--- src/rtl/bcs_pkg.sv ---
// Shared constants for the bit-serial comparator: FSM state encodings and default operand width.
package bcs_pkg;

    localparam int unsigned DEFAULT_WIDTH = 8;

    localparam logic [1:0] S_IDLE  = 2'd0;
    localparam logic [1:0] S_SHIFT = 2'd1;
    localparam logic [1:0] S_DONE  = 2'd2;

endpackage

--- src/rtl/bcs_bit_cell.sv ---
// Single equal/greater cascade cell: folds one MSB-first bit pair into the running e/g state.
module bcs_bit_cell (
    input  logic a,
    input  logic b,
    input  logic e_in,
    input  logic g_in,
    output logic e_out,
    output logic g_out
);

    assign e_out = e_in & ~(a ^ b);
    assign g_out = g_in | (e_in & b & ~a);

endmodule

--- src/rtl/bcs_serial_comparator.sv ---
// Bit-serial magnitude comparator: captures two operands on start, walks them MSB first through
// one cascade cell and reports A==B / B>A / A>B with a one-cycle done pulse.
module bcs_serial_comparator
    import bcs_pkg::*;
#(
    parameter int unsigned WIDTH      = DEFAULT_WIDTH,
    parameter bit          EARLY_EXIT = 1'b0
) (
    input  logic             clk,
    input  logic             rst,
    input  logic             start,
    input  logic [WIDTH-1:0] a_in,
    input  logic [WIDTH-1:0] b_in,
    output logic             busy,
    output logic             done,
    output logic             a_eq_b,
    output logic             b_gt_a,
    output logic             a_gt_b
);

    localparam int unsigned CNT_W = (WIDTH > 1) ? $clog2(WIDTH) : 1;

    logic [1:0]       state;
    logic [WIDTH-1:0] a_sh;
    logic [WIDTH-1:0] b_sh;
    logic             e;
    logic             g;
    logic [CNT_W-1:0] cnt;
    logic             res_eq;
    logic             res_bgt;
    logic             res_agt;
    logic             e_nxt;
    logic             g_nxt;
    logic             last;

    bcs_bit_cell u_cell (
        .a     (a_sh[WIDTH-1]),
        .b     (b_sh[WIDTH-1]),
        .e_in  (e),
        .g_in  (g),
        .e_out (e_nxt),
        .g_out (g_nxt)
    );

    // Once e drops the outcome is fixed, so early exit can stop there.
    assign last = (cnt == '0) || (EARLY_EXIT && !e_nxt);

    always_ff @(posedge clk) begin
        if (rst) begin
            state   <= S_IDLE;
            a_sh    <= '0;
            b_sh    <= '0;
            e       <= 1'b1;
            g       <= 1'b0;
            cnt     <= '0;
            res_eq  <= 1'b0;
            res_bgt <= 1'b0;
            res_agt <= 1'b0;
        end else begin
            case (state)
                S_IDLE: begin
                    if (start) begin
                        a_sh    <= a_in;
                        b_sh    <= b_in;
                        e       <= 1'b1;
                        g       <= 1'b0;
                        cnt     <= CNT_W'(WIDTH - 1);
                        res_eq  <= 1'b0;
                        res_bgt <= 1'b0;
                        res_agt <= 1'b0;
                        state   <= S_SHIFT;
                    end
                end
                S_SHIFT: begin
                    e    <= e_nxt;
                    g    <= g_nxt;
                    a_sh <= {a_sh[WIDTH-2:0], 1'b0};
                    b_sh <= {b_sh[WIDTH-2:0], 1'b0};
                    cnt  <= cnt - CNT_W'(1);
                    if (last) begin
                        res_eq  <= e_nxt;
                        res_bgt <= g_nxt;
                        res_agt <= ~e_nxt & ~g_nxt;
                        state   <= S_DONE;
                    end
                end
                S_DONE:  state <= S_IDLE;
                default: state <= S_IDLE;
            endcase
        end
    end

    assign busy   = (state == S_SHIFT);
    assign done   = (state == S_DONE);
    assign a_eq_b = res_eq;
    assign b_gt_a = res_bgt;
    assign a_gt_b = res_agt;

endmodule

--- config.mk ---
export PLATFORM = sky130hd
export DESIGN_NAME = bcs_serial_comparator
export DESIGN_NICKNAME = d
export VERILOG_FILES = /design/src/rtl/bcs_pkg.sv /design/src/rtl/bcs_bit_cell.sv /design/src/rtl/bcs_serial_comparator.sv
export SDC_FILE = /design/constraint.sdc
export NUM_CORES = 1
export LEC_CHECK = 0
export CAP_MARGIN = 15
export CORE_MARGIN = 10
export CORE_UTILIZATION = 30
export DETAILED_ROUTE_END_ITERATION = 6
export GPL_ROUTABILITY_DRIVEN = 0
export SYNTH_ARGS = -nofsm -noshare
export SYNTH_HDL_FRONTEND = slang
export SYNTH_SLANG_ARGS = --single-unit
export TNS_END_PERCENT = 50
--- constraint.sdc ---
create_clock -name clk -period 3.8 [get_ports clk]
set_clock_uncertainty 0.05 [all_clocks]
set_input_delay 0.38 -clock clk [delete_from_list [all_inputs] [get_ports clk]]
set_output_delay 0.38 -clock clk [all_outputs]
set_load 0.02 [all_outputs]
==> metrics, run 1 <==
status finished clean; most area-consuming cells after synthesis dfxtp_1, a21oi_1, o21ai_0; MaxCap Viol Count 0; final wirelength 2.63 mm; Antenna diodes 0; Synth Instances 132; worst path arrival time between 2000 and 2500 ps; Worst VDD drop a little over 200 uV; Worst Hold Class reg2reg; top cell type by total area after synthesis dfxtp_1; top-count cell post-synth dfxtp_1; Synth cell types 33; Slew headroom ~46%; maximum fanout along the worst path 19; DR iter-0 viols 48; dpl cells 196; clock slew at reported path FFs 90 ps; Post-synth top cells dfxtp_1, a21oi_1, nand2_1; Die H 81.7 um; Num CTS Buffers 3; vias in the first global route 1014; Final period util 67.8%; FP Rows 22; Worst path slowest cell clkdlybuf4s50_1; Slew Limit Fails 0; TNS Setup 0 ps; Post-synth EDFFs 0; postcts setup bufs 0; post-cts sizing count 0; via count 995; Crit. End Element primary output; top_reg_cell synth dfxtp_1; Leakage between 0.5 and 0.6 nW; Skew-Pair Late Insertion Delay 270 ps; Ys Warns 0; Ports 24; P&R area growth vs syn 26.0%; Max Clk Rate 388 MHz; Syn Area/Cell 8.66 sq um; grt ovf 0; placed cell area 0.00139 sq mm; Antenna Nets Post-Route 0; Avg WL per Cell 13.2 um; min Tclk post-route between 2000 and 3000 ps; Initial DRT Pass Iterations 4; clock root buffer master clkbuf_8; largest net degree at the start of global routing 20; CP required about 3400 ps; synthesized cell area 0.00114 sq mm; post-DR vias/cell 4.98; met3 Usage GRT approximately 2.7%; DRC Markers 0; clock tree buffer depth 2; Die Footprint 0.00668 sq mm; H-Tree Depth 1; total chip power 0.629 mW; first-pass GRT wire length ~4.5 mm; clock tree from TritonCTS built; setup ws final 1230 ps; Final setup viols 0; CP max stage delay 650 ps; met1 Use GR 9.65%; final hold vios 0; nets@finish 174; Yosys top cell area share 45.5%; asr flop ratio synth 0%; grt met2 use 14.1%; post-route insts no fill 200; Pwr per Cell Area 436 mW/mm^2; initial antenna violation count 0; CP Cell Sequence nand2b_1 -> inv_6 -> clkdlybuf4s50_1; unrepaired setup endpoints after global routing no; crit path kind reg2out; Core Util, Final 39.4%; CTS Sinks 26; detailed placement HPWL 1.90 mm; Slew @ Worst Pin 812 ps; share of layout cells above drive strength 1 under 10%; DP Worst Slack 1530 ps; Starting Density a little under a third; core area between 0.003 and 0.004 sq mm; port bufs 23; Synth Register Bits 26; Critical Path Start Type register; fin area 0.00144 sq mm; all-layer global routing usage 8.10%; Seq/Total Area, Yosys between 40% and 50%; Die W a little over 80 um; busiest grt layer met2; Min Hold Slack 434 ps; syn nets ~150; Hold Buf Count CTS 0
## layout by cell type, fill, tap and decap left out
cell             instances
ha_1                     2
nand3_1                  2
o21ai_0                 13
nand2_1                 16
dfxtp_1                 26
a22oi_1                  2
o21bai_2                 1
clkdlybuf4s50_1         23
nor2_1                   8
o2bb2ai_1                1
a31oi_1                  2
nor3_1                   1
or2_0                    1
a221oi_2                 2
a211oi_1                 4
nand3b_1                 1
o31ai_1                  1
xnor2_1                  2
inv_6                    1
nor2b_1                  1
a41o_1                   1
a32o_1                   1
and4bb_2                 1
o21ba_2                  1
clkbuf_8                 4
nor3b_2                  1
a21oi_1                 24
nor4b_1                  1
inv_1                    6
nand2b_1                 2
## layer usage
metal,share of wire (%),wire length [um]
met5,0,0
met4,0.76,20
met3,4.7,124
met2,48,1270
met1,46,1210
## state kept, by name (all words and copies together) (netlist names)
name	count
b_sh	8
e	1
state	2
g	1
a_sh	8
a_eq_b	1
a_gt_b	1
b_gt_a	1
cnt	3
## final cells by class
type                       instances  area [sq um]
sequential                        26           520
fill                             369          2220
timing repair buffer              23           230
multi-input combinational         92           544
clock buffer                       4          55.1
inverter                           7          31.3
tap                               48          60.1
## report_power, final
| part | internal, mW | switching, mW | total, mW |
|---|---|---|---|
| combinational | 0.0598 | 0.0739 | 0.134 |
| sequential | 0.300 | 0.0169 | 0.317 |
| clock | 0.0927 | 0.0860 | 0.179 |
## worst paths after layout
kind / startpoint / to / slack [ps] / depth (start not counted)
worst max-delay path: state[0]$_SDFFE_PP0P_ / busy / 1230 / 3
worst min-delay path: b_gt_a$_SDFFE_PP0P_ / b_gt_a$_SDFFE_PP0P_ / 430 / 1
worst max register to register: state[0]$_SDFFE_PP0P_ / b_sh[2]$_SDFFE_PP0P_ / 2060 / 4
worst min register to register: b_gt_a$_SDFFE_PP0P_ / b_gt_a$_SDFFE_PP0P_ / 430 / 1
## critical path, delay by kind of cell, from the launching register on
kind	cells	cell delay [ps]
buf+inv	2	970
simple gates	1	440
flops	1	460
## cells by family after synthesis
group	after synthesis	share of synthesized area [%]
flip-flops	26	45.5
XOR/XNOR	2	1.53
AO/OA/AOI/OAI	53	28.9
AND/OR/NAND/NOR	35	15.0
buffers and inverters	14	6.89
adder cells (fa/ha/maj)	2	2.19
Power figures use the tool's default switching activity.
==> run 2, diff against run 1 <==
- clock period: 3.8 -> 2.3 ns (I/O delays scaled with it)
==> metrics, run 2 (synthesis gave the netlist of run 1 again) <==
share of layout cells above drive strength 1 under 10%; clock slew at reported path FFs 90 ps; Hold Buf Count CTS 0; Worst Hold Class reg2reg; core area roughly 0.0037 sq mm; Worst VDD drop 331 uV; Buf/Inv on CP 2; worst path arrival time 1760 ps; Starting Density a little under a third; Crit. End Element primary output; all-layer global routing usage 8.47%; via count 993; detailed placement HPWL roughly 2.0 mm; maximum fanout along the worst path 19; port bufs 23; clock tree buffer depth 2; post-route insts no fill between 200 and 250; final wirelength 2.68 mm; commonest non-fill, non-tap cell in the layout dfxtp_1; P&R area growth vs syn 28.0%; unrepaired setup endpoints after global routing no; TNS Setup 0 ps; postcts setup bufs 0; CTS Sinks 26; most frequent cells in the layout dfxtp_1, a21oi_1, clkdlybuf4s50_1, nand2_1, o21ai_0; CP Cell Sequence nand2b_1 -> inv_6 -> clkdlybuf4s50_1; Antenna Nets Post-Route 0; Die W ~82 um; Slew headroom a little over two thirds; Antenna diodes 0; Slew Limit Fails 0; Final period util 88.6%; crit path kind reg2out; first-pass GRT wire length about 4.6 mm; post-DR vias/cell 4.89; FP Rows 22; Critical Path Start Type register; Avg WL per Cell 13.2 um; clock root buffer master clkbuf_8; H-Tree Depth 1; CP delay by family, top buffers and inverters; DRC Markers 0; Skew-Pair Late Insertion Delay 270 ps; FILL cells 391; Pwr per Cell Area 714 mW/mm^2; CP required around 2000 ps; final hold vios 0; top flop regs a_sh: 8 flops, b_sh: 8 flops, cnt: 3 flops; vias in the first global route 1012; Max Clk Rate 491 MHz; Num CTS Buffers 3; nets@finish about 180; dpl cells approximately 200; largest net degree at the start of global routing 20; Initial DRT Pass Iterations 4; CP max stage delay 640 ps; min Tclk post-route about 2000 ps; status finished clean; Worst path slowest cell clkdlybuf4s50_1; grt ovf 0; Die Footprint 0.00668 sq mm; MaxCap Viol Count 0; clock tree from TritonCTS built; Final setup viols 0; initial antenna violation count 0; Die H 81.7 um; post-cts sizing count 0; Ports 24; Leakage 0.579 nW; Slew @ Worst Pin approximately 450 ps; DR iter-0 viols 61
-- run 2: changes by cell type in the layout (fill, tap and decap cells not counted), sizes merged --
cell  previous run  this run
buf              0         3
-- run 2: final cells by class --
class                   instances  area, sq um  share of cell area (%)
inverters                       7         31.3                    2.14
multi-input cells              92          544                    37.2
clock buffers                   4         55.1                    3.76
repair buffers                 26          253                    17.3
flip-flops and latches         26          520                    35.6
well taps                      48         60.1                    4.10
-- run 2: per-layer routing --
layer | up-vias | share of wire [%] | track usage [%]
met3 | 4 | 5.2 | 2.84
met1 | 452 | 47 | 10.1
met2 | 22 | 47 | 14.3
met5 | - | 0 | 0
met4 | 0 | 0.56 | 2.04
li1 | 515 | - | -
-- run 2: metrics by stage --
stage	power (mW)	cell area (sq um)	util, %	setup slack, ps	hold slack [ps]
3_3_place_gp	0.757	1410	38.5	621	403
4_1_cts	1.06	1460	40.0	253	432
6_report	1.04	1460	40.0	262	430
2_1_floorplan	0.688	1140	-	951	285
5_1_grt	1.12	1460	40.0	159	443
3_5_place_dp	0.763	1410	38.5	574	409
-- run 2: final timing paths --
path | depth (start not counted) | slack, ps | to | startpoint
worst max-delay path | 3 | 260 | busy | state[0]$_SDFFE_PP0P_
worst min-delay path | 2 | 430 | a_sh[5]$_SDFFE_PP0P_ | a_sh[4]$_SDFFE_PP0P_
worst max register to register | 5 | 840 | a_gt_b$_SDFFE_PP0P_ | cnt[0]$_SDFFE_PP0P_
worst min register to register | 2 | 430 | a_sh[5]$_SDFFE_PP0P_ | a_sh[4]$_SDFFE_PP0P_
-- run 2: worst min-delay path: cells and delay by family, from the launching register on --
| family | cells | cell delay, ps |
|---|---|---|
| AO/OA/AOI/OAI | 1 | 70 |
| AND/OR/NAND/NOR | 1 | 50 |
| flip-flops | 1 | 310 |
-- run 2: report_power, final --
part | internal (mW) | total [mW] | switching (mW) | leakage, nW
Sequential | 0.495 | 0.523 | 0.0281 | 0.215
Combinational | 0.104 | 0.228 | 0.124 | 0.335
Clock | 0.153 | 0.293 | 0.140 | 0.0288
Total | 0.753 | 1.04 | 0.292 | 0.579
